[src/rtl/mux_rr_arbiter_if.sv]
// Bus bundle for mux_rr_arbiter: request lines, the two data inputs, and the
// grant/select/data/valid outputs.
interface mux_rr_arbiter_if #(
  parameter int unsigned DATA_W = 8
);
  logic [1:0]        req;
  logic [DATA_W-1:0] x;
  logic [DATA_W-1:0] y;
  logic [1:0]        grant;
  logic              s;
  logic [DATA_W-1:0] m;
  logic              valid;

  modport master (output req, x, y, input grant, s, m, valid);
  modport slave  (input req, x, y, output grant, s, m, valid);
endinterface

[src/rtl/mux_rr_arbiter.sv]
// Two-channel round-robin arbiter driving a registered 2:1 mux.
// Define MUX_ARB_TIMEOUT_EN to enable the hold counter and forced handover.
module mux_rr_arbiter #(
  parameter int unsigned DATA_W   = 8,
  parameter int unsigned MAX_HOLD = 15,
  parameter int unsigned HOLD_W   = 8
) (
  input  logic                clock,
  input  logic                resetn,
  mux_rr_arbiter_if.slave     bus
);

  if ((MAX_HOLD < 1) || (MAX_HOLD > 255) || ((2 ** HOLD_W) <= MAX_HOLD)) begin : g_bad_cfg
    $error("mux_rr_arbiter: illegal MAX_HOLD/HOLD_W combination");
  end

  typedef enum logic [1:0] {
    IDLE   = 2'd0,
    GRANT0 = 2'd1,
    GRANT1 = 2'd2
  } state_t;

  state_t            state_q, state_d;
  logic [1:0]        grant_q, grant_d;
  logic              last_q, last_d;
  logic [DATA_W-1:0] m_q;
  logic              valid_q;
  logic              timeout;

`ifdef MUX_ARB_TIMEOUT_EN
  localparam logic [HOLD_W-1:0] HoldLast = HOLD_W'(MAX_HOLD - 1);
  logic [HOLD_W-1:0] cnt_q, cnt_d;
`endif

  always_comb begin
    state_d = state_q;
    last_d  = last_q;
`ifdef MUX_ARB_TIMEOUT_EN
    timeout = (cnt_q == HoldLast);
`else
    timeout = 1'b0;
`endif
    unique case (state_q)
      IDLE: begin
        unique case (bus.req)
          2'b01:   state_d = GRANT0;
          2'b10:   state_d = GRANT1;
          2'b11:   state_d = last_q ? GRANT0 : GRANT1;
          default: state_d = IDLE;
        endcase
      end
      GRANT0: begin
        if (bus.req[0] && !(timeout && bus.req[1])) state_d = GRANT0;
        else if (bus.req[1])                        state_d = GRANT1;
        else                                        state_d = IDLE;
      end
      GRANT1: begin
        if (bus.req[1] && !(timeout && bus.req[0])) state_d = GRANT1;
        else if (bus.req[0])                        state_d = GRANT0;
        else                                        state_d = IDLE;
      end
      default: state_d = IDLE;
    endcase

    if ((state_d == GRANT0) && (state_q != GRANT0)) last_d = 1'b0;
    if ((state_d == GRANT1) && (state_q != GRANT1)) last_d = 1'b1;

    grant_d = {state_d == GRANT1, state_d == GRANT0};

`ifdef MUX_ARB_TIMEOUT_EN
    // Counter restarts on any entry (including a channel switch) and saturates.
    if ((state_d == IDLE) || (state_d != state_q)) cnt_d = '0;
    else if (cnt_q != HoldLast)                    cnt_d = cnt_q + 1'b1;
    else                                           cnt_d = cnt_q;
`endif
  end

  always_ff @(posedge clock or negedge resetn) begin
    if (!resetn) begin
      state_q <= IDLE;
      grant_q <= '0;
      last_q  <= 1'b1;
      m_q     <= '0;
      valid_q <= 1'b0;
`ifdef MUX_ARB_TIMEOUT_EN
      cnt_q   <= '0;
`endif
    end else begin
      state_q <= state_d;
      grant_q <= grant_d;
      last_q  <= last_d;
      // Data follows the grant already registered, so m lags grant by one edge.
      if (grant_q != 2'b00) m_q <= grant_q[1] ? bus.y : bus.x;
      valid_q <= |grant_q;
`ifdef MUX_ARB_TIMEOUT_EN
      cnt_q   <= cnt_d;
`endif
    end
  end

  assign bus.grant = grant_q;
  assign bus.s     = grant_q[1];
  assign bus.m     = m_q;
  assign bus.valid = valid_q;

endmodule

[src/flat_wrapper.sv]
// flat-port wrapper written by rule: the top's interface ports become plain ports
module mux_rr_arbiter_flat 
#(
  parameter int unsigned DATA_W   = 8,
  parameter int unsigned MAX_HOLD = 15,
  parameter int unsigned HOLD_W   = 8
)
  (clock, resetn, bus_req, bus_x, bus_y, bus_grant, bus_s, bus_m, bus_valid);
  mux_rr_arbiter_if #(.DATA_W(DATA_W)) bus_i ();
  input  logic clock;
  input  logic resetn;
  input wire logic [$bits(bus_i.req)-1:0] bus_req;
  input wire logic [$bits(bus_i.x)-1:0] bus_x;
  input wire logic [$bits(bus_i.y)-1:0] bus_y;
  output wire logic [$bits(bus_i.grant)-1:0] bus_grant;
  output wire logic [$bits(bus_i.s)-1:0] bus_s;
  output wire logic [$bits(bus_i.m)-1:0] bus_m;
  output wire logic [$bits(bus_i.valid)-1:0] bus_valid;
  assign bus_i.req = bus_req;
  assign bus_i.x = bus_x;
  assign bus_i.y = bus_y;
  assign bus_grant = bus_i.grant;
  assign bus_s = bus_i.s;
  assign bus_m = bus_i.m;
  assign bus_valid = bus_i.valid;
  mux_rr_arbiter #(.DATA_W(DATA_W), .MAX_HOLD(MAX_HOLD), .HOLD_W(HOLD_W)) u_core (.clock(clock), .resetn(resetn), .bus(bus_i));
endmodule
[config.mk]
export PLATFORM = sky130hd
export DESIGN_NAME = mux_rr_arbiter_flat
export DESIGN_NICKNAME = d
export VERILOG_FILES = /design/src/rtl/mux_rr_arbiter_if.sv /design/src/rtl/mux_rr_arbiter.sv /design/src/flat_wrapper.sv
export SDC_FILE = /design/constraint.sdc
export NUM_CORES = 1
export LEC_CHECK = 0
export ABC_AREA = 1
export ABC_CLOCK_PERIOD_IN_PS = 990
export BUFFER_PORTS_ARGS = -buffer_cell sky130_fd_sc_hd__buf_2
export CAP_MARGIN = 20
export CORE_MARGIN = 2
export CORE_UTILIZATION = 35
export CTS_CLUSTER_SIZE = 10
export DETAILED_ROUTE_END_ITERATION = 10
export GPL_TIMING_DRIVEN = 1
export HOLD_SLACK_MARGIN = 0.12
export RECOVER_POWER = 100
export SLEW_MARGIN = 20
export SYNTH_ARGS = -nofsm -noshare
export SYNTH_HDL_FRONTEND = slang
export SYNTH_SLANG_ARGS = --single-unit
[constraint.sdc]
create_clock -name clock -period 0.99 [get_ports clock]
set_input_delay 0.1485 -clock clock [delete_from_list [all_inputs] [get_ports clock]]
set_output_delay 0.1485 -clock clock [all_outputs]
set_load 0.05 [all_outputs]
==> results.sh, run 1 <==
export IMPL_outcome="finished, violations left"
export IMPL_violated_checks="setup timing"
export IMPL_cellPowerDensity_mw_per_mm2=2770
export IMPL_synth_area_sq_um=608
export IMPL_h_tree_lvl_count=1
export IMPL_power_clock_fraction=0.106
export IMPL_worst_min_delay_path_category="in -> reg"
export IMPL_maximum_number_of_pins_on_one_net_before_global_route_repair=15
export IMPL_fmax_ghz=0.969
export IMPL_tns_ns=-0.254
export IMPL_share_comb_of_total_power=0.574
export IMPL_ios=32
export IMPL_dpl_cell_area_sq_um=776
export IMPL_count_of_vias_placed_by_the_detailed_router=630
export IMPL_worst_slew_pin_transition_ns=0.340
export IMPL_final_setup_skew_ns=0.00944
export IMPL_p_leak_nw=0.565
export IMPL_slowest_delay_ns=0.44
export IMPL_synth_top_area_share=0.535
export IMPL_design_die_area_sq_mm=0.00209
export IMPL_setup_worst_path_start_class="flip-flop"
export IMPL_chipWidth_microns=45.7
export IMPL_finalCoreUtilization=0.653
export IMPL_cts_sink_count=14
export IMPL_drt_initial_drc_count=7
export IMPL_numCtsBuffers=3
export IMPL_placementRows=15
export IMPL_dp_final_hpwl_microns=968
export IMPL_antenna_cells=0
export IMPL_route_detailed_drc=0
export IMPL_synth_largest_area_cell="sky130_fd_sc_hd__dfrtp_1"
export IMPL_port_buffers=31
export IMPL_sequentialPowerShare=0.320
export IMPL_remaining_global_route_overflow=0
export IMPL_instances_no_fill=142
export IMPL_drtPass1Iterations=4
export IMPL_crit_fanout=6
export IMPL_cp_data_required_time_ns=1.14
export IMPL_worst_setup_path_end_kind="flip-flop"
export IMPL_cpMostUsedCell="sky130_fd_sc_hd__buf_4"
export IMPL_nets=146
export IMPL_synth_area_leaders="sky130_fd_sc_hd__dfrtp_1 53%, sky130_fd_sc_hd__nand2_1 19%, sky130_fd_sc_hd__nand3_1 8.2%, sky130_fd_sc_hd__dfstp_2 4.3%, sky130_fd_sc_hd__nor2_4 3.7%"
export IMPL_clk_root_buffer_cell="sky130_fd_sc_hd__clkbuf_4"
export IMPL_number_of_failing_hold_endpoints_at_the_final_stage=0
export IMPL_totalWireLength_microns=1610
export IMPL_netlist_instances=69
export IMPL_switchingPower_mw=1.41
export IMPL_final_period_minus_worst_setup_slack_ns=1.03
export IMPL_grt_pass1_wl_microns=2340
export IMPL_max_cap_viols=0
export IMPL_cts_max_path_buffers=2
export IMPL_fp_dieH_microns=45.7
export IMPL_pre_cts_slack_ns=0.0726
export IMPL_totalPowerFinal_mw=3.02
export IMPL_post_drt_wl_per_cell_microns=11.3
export IMPL_rsz_0062_raised_after_global_routing="yes"
export IMPL_core_region_area_sq_mm=0.00167
export IMPL_grt_pass1_vias=637
export IMPL_hold_slack_ns=0.162
export IMPL_cell_chain_of_the_critical_path="buf_4 > buf_4 > nand2_1 > nand3_2"
export IMPL_p_sw_frac=0.466
export IMPL_drv_slew=0
export IMPL_vias_per_cell=4.44
export IMPL_initial_antenna_violation_count=0
export IMPL_worst_endpoint_arrival_ns=1.18
export IMPL_dp_cells=116
export IMPL_synth_net_count=89
export IMPL_share_of_cells_above_drive_strength_1=0.392
export IMPL_yosysUniqueCellTypes=13
export IMPL_synth_ff_latch_count=14
export IMPL_finalSetupViolations=11
export IMPL_worst_path_max_delay_cell="sky130_fd_sc_hd__dfrtp_2"
export IMPL_crit_type="reg -> reg"
export IMPL_global_route_usage_total=0.158
export IMPL_synth_yosys_warnings=0
export IMPL_synth_area_per_cell_sq_um=8.81
export IMPL_gp_congestion=0.715
export IMPL_vdd_ir_drop_worst_uv=1280
export IMPL_intPower_mw=1.61
export IMPL_finish_instance_area_sq_mm=0.00109
export IMPL_post_route_period_util=1.04
export IMPL_remaining_antenna_violation_count_after_routing=0
export IMPL_final_critical_path_setup_slack_ns=-0.0417
export IMPL_clkLatencyLatePin_ns=0.27
export IMPL_initial_cell_density_of_the_core=0.364
export IMPL_area_growth_synth_to_final_pct=79.4
export IMPL_synth_sequential_area_ratio=0.578
export IMPL_tritoncts_clock_tree="built"
export IMPL_clock_pin_slew_on_the_worst_setup_and_hold_paths_ns=0.08
export IMPL_slew_headroom=0.774
==> cell type report <==
cell class              count  area (sq um)
well taps                  17          21.3
multi-input cells          49           236
inverters                   5          18.8
clock buffers               4          26.3
flip-flops and latches     14           354
fillers                   132           579
repair buffers             53           434
==> layer usage <==
metal,GRT usage,vias to the layer above,part of all wire
met4,0.0706,0,0.0037
met2,0.321,18,0.51
met3,0.0238,2,0.050
met1,0.148,283,0.43
li1,-,327,-
met5,0,-,0
==> kinds of logic (layout without fill, tap and decap cells) <==
kind of cell,Yosys count,count (layout),synth area share
and+or+nand+nor,47,48,0.352
DFF,14,14,0.578
buffers and inverters,7,62,0.0617
AOI/OAI and AO/OA,1,1,0.00822
==> worst paths after layout <==
check,from,endpoint,slack [ns],depth (start not counted)
max,u_core.bus.grant[1]$_DFF_PN0_,u_core.bus.m[7]$_DFFE_PN0P_,-0.04,4
min,bus_req[1],u_core.bus.grant[1]$_DFF_PN0_,0.16,3
max reg2reg,u_core.bus.grant[1]$_DFF_PN0_,u_core.bus.m[7]$_DFFE_PN0P_,-0.04,4
min reg2reg,u_core.last_q$_DFFE_PN1P_,u_core.last_q$_DFFE_PN1P_,0.47,2
max in group asynchronous,resetn,u_core.last_q$_DFFE_PN1P_,0.37,2
min in group asynchronous,resetn,u_core.bus.m[2]$_DFFE_PN0P_,0.31,2
==> synth_stat cells <==
master                    count
sky130_fd_sc_hd__dfrtp_1     13
sky130_fd_sc_hd__nor2_4       2
sky130_fd_sc_hd__buf_4        1
sky130_fd_sc_hd__inv_2        1
sky130_fd_sc_hd__and2_1       2
sky130_fd_sc_hd__nand2_2      1
sky130_fd_sc_hd__dfstp_2      1
sky130_fd_sc_hd__nand2_1     31
sky130_fd_sc_hd__a21oi_1      1
sky130_fd_sc_hd__buf_6        1
sky130_fd_sc_hd__inv_1        4
sky130_fd_sc_hd__nor2_2       1
sky130_fd_sc_hd__nand3_1     10
==> cell usage in the layout, fill, tap and decap left out, drive strengths merged <==
master / synthesis / routed
a21oi: 1 / 1
and2: 2 / 2
buf: 2 / 35
clkbuf: 0 / 5
dfrtp: 13 / 13
dfstp: 1 / 1
dlygate4sd3: 0 / 17
inv: 5 / 5
nand2: 32 / 32
nand3: 10 / 10
nor2: 3 / 4
==> worst max-delay path, delay by kind of cell, from the launching register on <==
family | cells | cell delay, ns
and+or+nand+nor | 2 | 0.14
buffers and inverters | 2 | 0.33
DFF | 1 | 0.44
==> registers in the layout, indices dropped and copies added (netlist names) <==
name,flops
u_core.bus.m,8
u_core.bus.grant,2
u_core.state_q,2
u_core.bus.valid,1
u_core.last_q,1
==> power groups by stage <==
| stage | Combinational [mW] | Sequential [mW] | Clock, mW |
|---|---|---|---|
| after floorplan | 0.420 | 1.56 | 0 |
| after global placement | 1.33 | 0.947 | 0 |
| after detailed placement | 1.34 | 0.953 | 0 |
| after CTS | 1.68 | 0.954 | 0.332 |
| after global routing | 1.84 | 0.989 | 0.367 |
| final | 1.74 | 0.967 | 0.320 |
==> timing repair <==
action,CTS,global route
setup buffers,3,1
hold buffers,16,1
endpoints found under the setup margin,12,21
hold endpoints to repair,22,1
gates resized for setup,21,5
pin swaps,2,2
cloned,1,0
Power figures use the tool's default switching activity.
==> run 2, diff against run 1 <==
Settings changed: CORE_MARGIN 2 to 8.
==> run 2 against run 1 <==
Effect of this change:
- sequential power about the same
- the flow still finishes with violations (setup timing)
- clock power up 22%
- sequential share of layout area down 0.26 points
- global-route usage down 4.3 points
- combinational power about the same
- non-clock buffer count unchanged
- wire length up 11%
- largest cell class unchanged
- via count up 4.1%
- worst hold slack worse by 0.0012 ns
- register-to-register slack better by 0.02 ns
- critical path depth down 3
- clock skew down 0.0065 ns
==> results.sh, run 2 (synthesized netlist as in run 1, its figures left out) <==
export IMPL_nets=146
export IMPL_chipWidth_microns=57.7
export IMPL_vdd_ir_drop_worst_uv=1400
export IMPL_initial_antenna_violation_count=0
export IMPL_layout_filler_cells=136
export IMPL_count_of_vias_placed_by_the_detailed_router=656
export IMPL_placementRows=15
export IMPL_worst_min_delay_path_category="in -> reg"
export IMPL_cts_sink_count=14
export IMPL_post_drt_wl_per_cell_microns=12.5
export IMPL_worst_path_max_delay_cell="sky130_fd_sc_hd__dfrtp_2"
export IMPL_vias_per_cell=4.62
export IMPL_clkLatencyLatePin_ns=0.27
export IMPL_most_common_library_cell_in_the_layout_ignoring_fill_and_taps="sky130_fd_sc_hd__nand2_1"
export IMPL_slowest_delay_ns=0.44
export IMPL_grt_pass1_wl_microns=3060
export IMPL_crit_fanout=3
export IMPL_violated_checks="setup timing"
export IMPL_grt_pass1_vias=649
export IMPL_final_period_minus_worst_setup_slack_ns=1.02
export IMPL_critical_path_startpoint="u_core.bus.grant[1]$_DFF_PN0_"
export IMPL_reg2reg_depth=4
export IMPL_worst_setup_path_end_kind="output port"
export IMPL_gp_congestion=0.695
export IMPL_post_route_period_util=1.03
export IMPL_drt_initial_drc_count=3
export IMPL_pre_cts_slack_ns=0.0663
export IMPL_layout_common_cells="32 x sky130_fd_sc_hd__nand2_1, 18 x sky130_fd_sc_hd__buf_2, 17 x sky130_fd_sc_hd__dlygate4sd3_1"
export IMPL_finalSetupViolations=7
export IMPL_hold_slack_ns=0.161
export IMPL_cts_max_path_buffers=2
export IMPL_global_route_usage_total=0.115
export IMPL_crit_reg2reg_capture="u_core.bus.m[0]$_DFFE_PN0P_"
export IMPL_finalCoreUtilization=0.651
export IMPL_number_of_failing_hold_endpoints_at_the_final_stage=0
export IMPL_setup_worst_path_start_class="flip-flop"
export IMPL_core_region_area_sq_mm=0.00169
export IMPL_worst_r2r_startpoint="u_core.bus.grant[1]$_DFF_PN0_"
export IMPL_share_comb_of_total_power=0.563
export IMPL_design_die_area_sq_mm=0.00333
export IMPL_remaining_antenna_violation_count_after_routing=0
export IMPL_power_clock_fraction=0.126
export IMPL_p_sw_frac=0.454
export IMPL_rsz_0062_raised_after_global_routing="yes"
export IMPL_port_buffers=31
export IMPL_max_cap_viols=0
export IMPL_ios=32
export IMPL_layout_area_seq_sq_um=354
export IMPL_worst_endpoint_arrival_ns=0.87
export IMPL_h_tree_lvl_count=1
export IMPL_worstSetupPathDepth=1
export IMPL_maximum_number_of_pins_on_one_net_before_global_route_repair=15
export IMPL_antenna_cells=0
export IMPL_totalPowerFinal_mw=3.11
export IMPL_fp_dieH_microns=57.7
export IMPL_intPower_mw=1.70
export IMPL_p_leak_nw=0.573
export IMPL_remaining_global_route_overflow=0
export IMPL_totalWireLength_microns=1780
export IMPL_worst_slew_pin_transition_ns=0.338
export IMPL_outcome="finished, violations left"
export IMPL_route_detailed_drc=0
export IMPL_dp_final_hpwl_microns=1130
export IMPL_crit_type="reg -> out"
export IMPL_clk_root_buffer_cell="sky130_fd_sc_hd__clkbuf_4"
export IMPL_fmax_ghz=0.985
export IMPL_tns_ns=-0.0992
export IMPL_tritoncts_clock_tree="built"
export IMPL_drtPass1Iterations=3
export IMPL_share_of_cells_above_drive_strength_1=0.392
export IMPL_area_growth_synth_to_final_pct=80.9
export IMPL_switchingPower_mw=1.41
export IMPL_min_path_cells=3
export IMPL_numCtsBuffers=3
export IMPL_clock_pin_slew_on_the_worst_setup_and_hold_paths_ns=0.08
export IMPL_largest_register_ffs=8
export IMPL_slew_headroom=0.775
export IMPL_cp_data_required_time_ns=0.84
export IMPL_initial_cell_density_of_the_core=0.360
export IMPL_multiInputGateArea_sq_um=228
export IMPL_worst_path_buf_inv=1
export IMPL_sequentialPowerShare=0.311
export IMPL_critical_path_top_delay_family="flip-flops"
export IMPL_critical_path_endpoint="bus_grant[1]"
export IMPL_cellPowerDensity_mw_per_mm2=2830
export IMPL_drv_slew=0
export IMPL_setup_reg_to_reg_worst_slack_ns=-0.02
export IMPL_final_critical_path_setup_slack_ns=-0.0251
export IMPL_cell_chain_of_the_critical_path="buf_6"
export IMPL_final_setup_skew_ns=0.00294
## run 2: cell counts in the layout (fill, tap and decap cells not counted)
No cell type changed its count.
## run 2: worst min path at each step
| stage | startpoint | endpoint | slack, ns |
|---|---|---|---|
| 2_1_floorplan | resetn | u_core.bus.grant[0]$_DFF_PN0_ | -0.15 |
| 3_3_place_gp | resetn | u_core.bus.m[5]$_DFFE_PN0P_ | 0.06 |
| 3_5_place_dp | resetn | u_core.bus.m[5]$_DFFE_PN0P_ | 0.05 |
| 4_1_cts | bus_req[1] | u_core.bus.grant[1]$_DFF_PN0_ | 0.15 |
| 5_1_grt | bus_req[1] | u_core.bus.grant[1]$_DFF_PN0_ | 0.19 |
| 6_report | bus_req[1] | u_core.bus.grant[1]$_DFF_PN0_ | 0.16 |
## run 2: what timing repair did
item | CTS | global route
hold endpoints to repair | 22 | 0
gates resized for setup | 23 | 3
setup endpoints to repair | 12 | 20
setup buffers | 3 | 1
hold buffers | 17 | 0
pin swaps | 5 | 1
gates cloned | 1 | 0
## run 2: through the flow
stage,instances,instance area (sq um)
CTS,141,1080
global placement,116,776
detailed placement,116,776
global route,142,1100
finish,142,1100
floorplan,69,611
## run 2: layout make-up
| type | instances | share of cell area |
|---|---|---|
| Timing Repair Buffer | 53 | 0.402 |
| Sequential cell | 14 | 0.322 |
| Multi-Input combinational cell | 49 | 0.207 |
| Clock buffer | 4 | 0.0330 |
| Tap cell | 17 | 0.0193 |
| Inverter | 5 | 0.0171 |
## run 2: power by group through the flow
stage          Sequential [mW]  Clock (mW)  Combinational [mW]
4_1_cts                  0.960       0.409                1.72
3_3_place_gp             0.950           0                1.34
6_report                 0.968       0.392                1.75
3_5_place_dp             0.959           0                1.35
2_1_floorplan             1.56           0               0.420
5_1_grt                  0.994       0.444                1.86
## run 2: layer usage
metal  GRT usage  up-vias  share of wire
li1            -      328              -
met1       0.124      308           0.42
met2       0.214       18           0.53
met3      0.0309        2          0.051
met4      0.0315        0         0.0022
met5           0        -              0
